**src/rtl/mantissa_swap_pipe.sv**
```systemverilog
// mantissa_swap_pipe: two-stage operand-ordering pipeline for the FP adder.
// S1 registers the operands, the mode and the key compare (lt/eq).
// S2 resolves the swap decision and registers the greater/less pair and flags.
//
// Handshake: a pair moves across a boundary on the cycle its valid and the
// receiver's ready are both high. S2 may load whenever it is empty or being
// drained this cycle; S1 may accept whenever it is empty or advancing into S2,
// so o_ready depends on i_ready and state only, never on i_valid.
module mantissa_swap_pipe #(
    parameter int SIZE_DATA = 28,
    parameter int SIZE_EXP  = 8,
    parameter bit CMP_EXP   = 1'b1
) (
    input  logic                 i_clk,
    input  logic                 i_rst_n,
    input  logic                 i_valid,
    output logic                 o_ready,
    input  logic [1:0]           i_mode,
    input  logic                 i_sign_A,
    input  logic                 i_sign_B,
    input  logic [SIZE_EXP-1:0]  i_exp_A,
    input  logic [SIZE_EXP-1:0]  i_exp_B,
    input  logic [SIZE_DATA-1:0] i_mantissa_A,
    input  logic [SIZE_DATA-1:0] i_mantissa_B,
    output logic                 o_valid,
    input  logic                 i_ready,
    output logic                 o_sign_greater,
    output logic [SIZE_EXP-1:0]  o_exp_greater,
    output logic [SIZE_DATA-1:0] o_mantissa_greater,
    output logic                 o_sign_less,
    output logic [SIZE_EXP-1:0]  o_exp_less,
    output logic [SIZE_DATA-1:0] o_mantissa_less,
    output logic                 o_swapped,
    output logic                 o_equal,
    output logic                 o_eff_sub
);

    localparam int KEY_W = SIZE_EXP + SIZE_DATA;

    typedef enum logic [1:0] {
        MODE_MAG      = 2'b00,
        MODE_PASS     = 2'b01,
        MODE_SWAP     = 2'b10,
        MODE_MAG_SIGN = 2'b11
    } mode_t;

    logic [KEY_W-1:0]     key_a, key_b;
    logic                 in_xfer, s2_load, s1_adv, swap;

    logic                 s1_valid;
    mode_t                s1_mode;
    logic                 s1_sign_a, s1_sign_b, s1_lt, s1_eq;
    logic [SIZE_EXP-1:0]  s1_exp_a, s1_exp_b;
    logic [SIZE_DATA-1:0] s1_mant_a, s1_mant_b;

    // Comparison key: exponent-qualified magnitude, or mantissa alone
    always_comb begin
        key_a = CMP_EXP ? {i_exp_A, i_mantissa_A} : {{SIZE_EXP{1'b0}}, i_mantissa_A};
        key_b = CMP_EXP ? {i_exp_B, i_mantissa_B} : {{SIZE_EXP{1'b0}}, i_mantissa_B};
    end

    // Pipeline flow control
    always_comb begin
        s2_load = ~o_valid | i_ready;
        s1_adv  = s1_valid & s2_load;
        o_ready = ~s1_valid | s2_load;
        in_xfer = i_valid & o_ready;
    end

    // S1: capture operands, mode and compare result on input transfer
    always_ff @(posedge i_clk) begin
        if (!i_rst_n) begin
            s1_valid  <= 1'b0;
            s1_mode   <= MODE_MAG;
            s1_sign_a <= 1'b0;
            s1_sign_b <= 1'b0;
            s1_exp_a  <= '0;
            s1_exp_b  <= '0;
            s1_mant_a <= '0;
            s1_mant_b <= '0;
            s1_lt     <= 1'b0;
            s1_eq     <= 1'b0;
        end else if (in_xfer) begin
            s1_valid  <= 1'b1;
            s1_mode   <= mode_t'(i_mode);
            s1_sign_a <= i_sign_A;
            s1_sign_b <= i_sign_B;
            s1_exp_a  <= i_exp_A;
            s1_exp_b  <= i_exp_B;
            s1_mant_a <= i_mantissa_A;
            s1_mant_b <= i_mantissa_B;
            s1_lt     <= key_a < key_b;
            s1_eq     <= key_a == key_b;
        end else if (s1_adv) begin
            s1_valid  <= 1'b0;
        end
    end

    // Swap decision from the registered compare and mode
    always_comb begin
        swap = 1'b0;
        case (s1_mode)
            MODE_MAG:  swap = s1_lt;
            MODE_PASS: swap = 1'b0;
            MODE_SWAP: swap = 1'b1;
            default:   swap = s1_lt | (s1_eq & s1_sign_a & ~s1_sign_b);
        endcase
    end

    // S2: route operands into greater/less slots and register the flags
    always_ff @(posedge i_clk) begin
        if (!i_rst_n) begin
            o_valid            <= 1'b0;
            o_sign_greater     <= 1'b0;
            o_exp_greater      <= '0;
            o_mantissa_greater <= '0;
            o_sign_less        <= 1'b0;
            o_exp_less         <= '0;
            o_mantissa_less    <= '0;
            o_swapped          <= 1'b0;
            o_equal            <= 1'b0;
            o_eff_sub          <= 1'b0;
        end else if (s1_adv) begin
            o_valid            <= 1'b1;
            o_sign_greater     <= swap ? s1_sign_b : s1_sign_a;
            o_exp_greater      <= swap ? s1_exp_b  : s1_exp_a;
            o_mantissa_greater <= swap ? s1_mant_b : s1_mant_a;
            o_sign_less        <= swap ? s1_sign_a : s1_sign_b;
            o_exp_less         <= swap ? s1_exp_a  : s1_exp_b;
            o_mantissa_less    <= swap ? s1_mant_a : s1_mant_b;
            o_swapped          <= swap;
            o_equal            <= s1_eq;
            o_eff_sub          <= s1_sign_a ^ s1_sign_b;
        end else if (i_ready) begin
            o_valid            <= 1'b0;
        end
    end

endmodule

```
**config.mk**
```make
export PLATFORM = sky130hd
export DESIGN_NAME = mantissa_swap_pipe
export DESIGN_NICKNAME = d
export VERILOG_FILES = /design/src/rtl/mantissa_swap_pipe.sv
export SDC_FILE = /design/constraint.sdc
export NUM_CORES = 1
export LEC_CHECK = 0
export ABC_AREA = 1
export CORE_AREA = 8 8 154 156
export CTS_CLUSTER_DIAMETER = 40
export DETAILED_ROUTE_END_ITERATION = 10
export DIE_AREA = 0 0 162 164
export PLACE_DENSITY = 0.58
export SETUP_SLACK_MARGIN = 0.02
export SLEW_MARGIN = 20
export SYNTH_ARGS = -nofsm -noshare
export SYNTH_HDL_FRONTEND = slang
export SYNTH_SLANG_ARGS = --single-unit
```
**constraint.sdc**
```tcl
create_clock -name i_clk -period 1.46 [get_ports i_clk]
set_input_delay 0.146 -clock i_clk [delete_from_list [all_inputs] [get_ports i_clk]]
set_output_delay 0.146 -clock i_clk [all_outputs]
set_load 0.01 [all_outputs]
```
## Word level (Yosys, flattened, before mapping)

Index checks and enable logic that the tools add are counted.
W data, S select, Z words.

- Magnitude comparators: 1
- Eq/ne operators: 3
- Multiplexer cells: 11
- Bitwise operators: 11
- Reductions and logical operators: 3

Operators by type and width:

| kind | count |
|---|---|
| $mux W28 | 2 |
| $eq A36 B36 Y1 | 1 |
| $lt A36 B36 Y1 | 1 |
| $mux W8 | 2 |
| $mux W1 | 6 |
| $and A1 B1 Y1 | 4 |
| $reduce_bool A2 Y1 | 2 |
| $not A1 Y1 | 3 |
| $or A1 B1 Y1 | 3 |
| $pmux W1 S3 | 1 |
| $eq A2 B1 Y1 const B | 1 |
| $eq A2 B2 Y1 const B | 1 |
| $logic_not A2 Y1 | 1 |
| $xor A1 B1 Y1 | 1 |

- Bits in registers: 157
- Bits of input ports: 80
- Output and inout bits: 79
- Logic and storage cells: 49

## Depth between registers and ports, before layout

- Depth in word-level cells: 5
- Depth in mapped cells: 13
- Mapped depth without buffers: 13

## Worst setup path before layout

OpenSTA, ideal clock, no wires.

- Path type: register to register
- From: register o_valid
- To: register s1_exp_b[5]
- Library setup time: 0.119 ns
- Arrival time: 1.304 ns
- Required time: 1.341 ns
- Setup slack: 0.036 ns
- Stages on the path, launching flop included: 8
- Buffers on the path: 2
- Clock period less this slack: 1.424 ns
- Cell sequence: dfxtp_1 > nand3_1 > nand2_2 > inv_1 > buf_4 > buf_2 > o21ai_0 > a21oi_1

- Longest elaborated chain between the ends: 4

Ends and longest elaborated chain:

| element | line | RTL |
|---|---|---|
| start: declaration | 25 | `output logic o_valid,` |
| start signal: assignment | 113 | `o_valid <= 1'b0;` |
| start signal: assignment | 124 | `o_valid <= 1'b1;` |
| start signal: assignment | 135 | `o_valid <= 1'b0;` |
| $not A1 Y1 | 64 | `s2_load = ~o_valid \| i_ready;` |
| $or A1 B1 Y1 | 64 |  |
| $or A1 B1 Y1 | 66 | `o_ready = ~s1_valid \| s2_load;` |
| via o_ready | 17 | `output logic o_ready,` |
| $and A1 B1 Y1 | 67 | `in_xfer = i_valid & o_ready;` |
| end signal: assignment | 89 | `s1_exp_b <= i_exp_B;` |
| end: declaration | 53 | `logic [SIZE_EXP-1:0] s1_exp_a, s1_exp_b;` |

The timed path passes the listed nets, and every way through them passes these cells.
A chain may end at the register's enable or synchronous reset.

## Worst setup path in the final report

- From: input i_exp_B[5]
- To: register s1_lt

- Longest elaborated chain between the ends: 1

Ends and longest elaborated chain:

| element | line | RTL |
|---|---|---|
| start: declaration | 22 | `input logic [SIZE_EXP-1:0] i_exp_B,` |
| $lt A36 B36 Y1 | 92 | `s1_lt <= key_a < key_b;` |
| end signal: assignment | 92 |  |
| end: declaration | 52 | `logic s1_sign_a, s1_sign_b, s1_lt, s1_eq;` |

Every way passes these cells.

==> flow_summary.yaml <==
power_and_ir_drop:
  powerDensity_nw_per_um2: 1120
  p_switching_mw: 3.04
  intPower_mw: 8.27
  pwr-share-seq: 0.423
  pwr-share-comb: 0.180
  p_leak_nw: 4.44
  power.share.switching: 0.269
  clkPwrFrac: 0.396
  irDropWorstVdd_mv: 0.746
timing:
  worst_pin_slew_ns: 0.370
  whs_ns: 0.0267
  drv_slew: 0
  period_needed_ns: 1.42
  tns_ns: 0
  final-hold-violation-count: 0
  rsz0062_at_grt: "true"
  finalCritPeriodShare: 0.974
  max_slew_margin: 0.753
  setup_violations: 0
  max_freq_ghz: 0.704
  finClkSkew_ns: 0.0122
floorplan:
  core_um2: 21400
  io_pins: 159
  dieWidth_um: 162
  rows: 54
  die-area_um2: 26600
  initial_core_util: 0.321
  die_y_um: 164
run_status:
  status: "finished, final reports clean"
cells_and_area:
  antenna_cells: 0
  nets: 1203
  final_common_cell: "nand2_1"
  area_growth_pct: 47.2
  layout_common_cells: "nand2_1, dfxtp_1, o21ai_0"
  drive_gt1_frac: 0.153
placement:
  place_congestion: 0.756
  port_buffers: 158
  hpwl_um: 14100
yosys:
  syn_area_um2: 6850
  syn_nets: 1030
  synth-seq-cells: 157
  synth_cells: 914
  ys_types: 22
  syn_avg_cell_area_um2: 7.49
  ys_warn_count: 0
  ys_seq_area_frac: 0.459
critical_path:
  critical_path_arrival_ns: 1.71
  criticalPathCategory: "in2reg"
  cp_slowest_cell: "clkdlybuf4s50_1"
  cp-start-kind: "input pin"
  worstSetupEndpointType: "flop"
  crit_start: "i_exp_B[5]"
  required_ns: 1.75
  cp_top_family: "buffers and inverters"
  max_stage_delay_ns: 0.45
  critPathBufInv: 3
  r2r_start: "o_valid"
  crit_chain: "clkdlybuf4s50_1 > inv_1 > ha_4 > nand2_1 > nor2_4 > nand2_4 > buf_4 > a21oi_2 > nor2_2 > nand2_1 > a21oi_2"
  cp_max_fo: 2
global_route:
  grt_first_pass_wirelength_um: 32300
  gr-total-overflow: 0
  first_global_vias: 6175
  grt.total_usage: 0.151
  antenna_found_initial: 0
  grt_max_degree: 90
flow_run:
  drv_cap: 0
routing:
  ant_nets: 0
  drc: 0
  wirelength_um: 20900
  avgViaCountPerCell: 4.74
  wl_per_cell_um: 15.2
  drtIter0Drc: 348
  via_count: 6533
  drt-pass1-iter-count: 4
worst_hold_path:
  hp-class: "in2reg"
  hold_start: "i_mantissa_B[8]"
clocking:
  cts_hold_buf: 0
  cts_max_level: 4
  path_clk_slew_ns: 0.06
  root_buffer: "clkbuf_16"
  worstSkewPairLatency_ns: 0.41
  clk_path_buf_depth: 2
  clkSinkCount: 157
  cts_tree: "yes"
  cts_buffers: 17
==> metal layers <==
metal / wire [µm] / GRT usage / vias to the layer above
met4: 183 / 0.0425 / 0
met1: 10200 / 0.197 / 2995
met3: 859 / 0.0331 / 12
li1: - / - / 3403
met5: 0 / 0 / -
met2: 9730 / 0.246 / 123
==> tightest hold or removal path, cell delays in order <==
cell,delay (ns)
dlymetal6s2s_1,0.10
inv_2,0.05
a21oi_1,0.11
==> power by group through the flow <==
stage / sequential [mW] / clock, mW / combinational [mW]
5_1_grt: 4.83 / 4.80 / 2.28
3_5_place_dp: 4.88 / 0 / 1.92
2_1_floorplan: 4.92 / 0 / 0.905
3_3_place_gp: 4.88 / 0 / 1.91
6_report: 4.79 / 4.48 / 2.04
4_1_cts: 4.79 / 4.60 / 1.83
==> cell families after synthesis <==
logic type,Yosys count,share of synthesized area
compound gates,288,0.228
fa+ha+maj,36,0.0658
xor+xnor,1,0.00128
simple gates,309,0.171
flops,157,0.459
buf+inv,123,0.0753
==> flip-flops by register name, indices dropped and copies added (netlist names), 2 cells and up <==
register	flops
s1_mant_a	28
s1_exp_a	8
o_mantissa_less	28
o_exp_less	8
o_exp_greater	8
o_mantissa_greater	28
s1_mode	2
s1_mant_b	28
s1_exp_b	8
==> through the flow <==
| step | utilization | setup WS, ns | cells | total power, mW | instance area, µm² |
|---|---|---|---|---|---|
| 2_1_floorplan | - | 0.0363 | 914 | 5.82 | 6850 |
| 3_3_place_gp | 0.422 | -0.573 | 1341 | 6.79 | 9010 |
| 3_5_place_dp | 0.422 | -0.592 | 1341 | 6.80 | 9010 |
| 4_1_cts | 0.446 | 0.0214 | 1372 | 11.2 | 9530 |
| 5_1_grt | 0.472 | -0.0573 | 1379 | 11.9 | 10100 |
| 6_report | 0.472 | 0.0386 | 1379 | 11.3 | 10100 |
==> repair_timing <==
item / in CTS / in global routing
pin swaps: 3 / 29
gates cloned: 0 / 2
setup endpoints to repair: 79 / 68
buffers inserted: 0 / 5
resized for setup: 88 / 98
==> cell type report <==
class | count | area, µm²
well taps | 280 | 350
inverters | 58 | 229
fillers | 2185 | 11300
clock inverters | 10 | 141
flip-flops and latches | 157 | 3150
multi-input cells | 634 | 3610
clock buffers | 21 | 450
repair buffers | 219 | 2150
==> worst paths after layout <==
check / endpoint / slack (ns) / depth (start not counted)
worst min register to register: s1_lt / 0.48 / 2
worst min-delay path: s1_mant_b[8] / 0.03 / 3
worst max register to register: o_mantissa_less[16] / 0.07 / 6
worst max-delay path: s1_lt / 0.04 / 11
==> Yosys cell counts (all sizes together) <==
| cell | number | area share |
|---|---|---|
| clkbuf | 37 | 0.020 |
| nand3 | 4 | 0.0029 |
| o21bai | 3 | 0.0033 |
| inv | 57 | 0.031 |
| nand2 | 206 | 0.11 |
| o21ai | 153 | 0.11 |
| xnor2 | 1 | 0.0013 |
| a31oi | 73 | 0.067 |
| nor2 | 98 | 0.054 |
| dfxtp | 157 | 0.46 |
| clkinv | 1 | 0.00055 |
| a21oi | 54 | 0.039 |
| buf | 28 | 0.023 |
| o211ai | 2 | 0.0029 |
| nor3 | 1 | 0.00073 |
| ha | 36 | 0.066 |
| a21o | 3 | 0.0033 |
(Power assumes the default switching activity.)
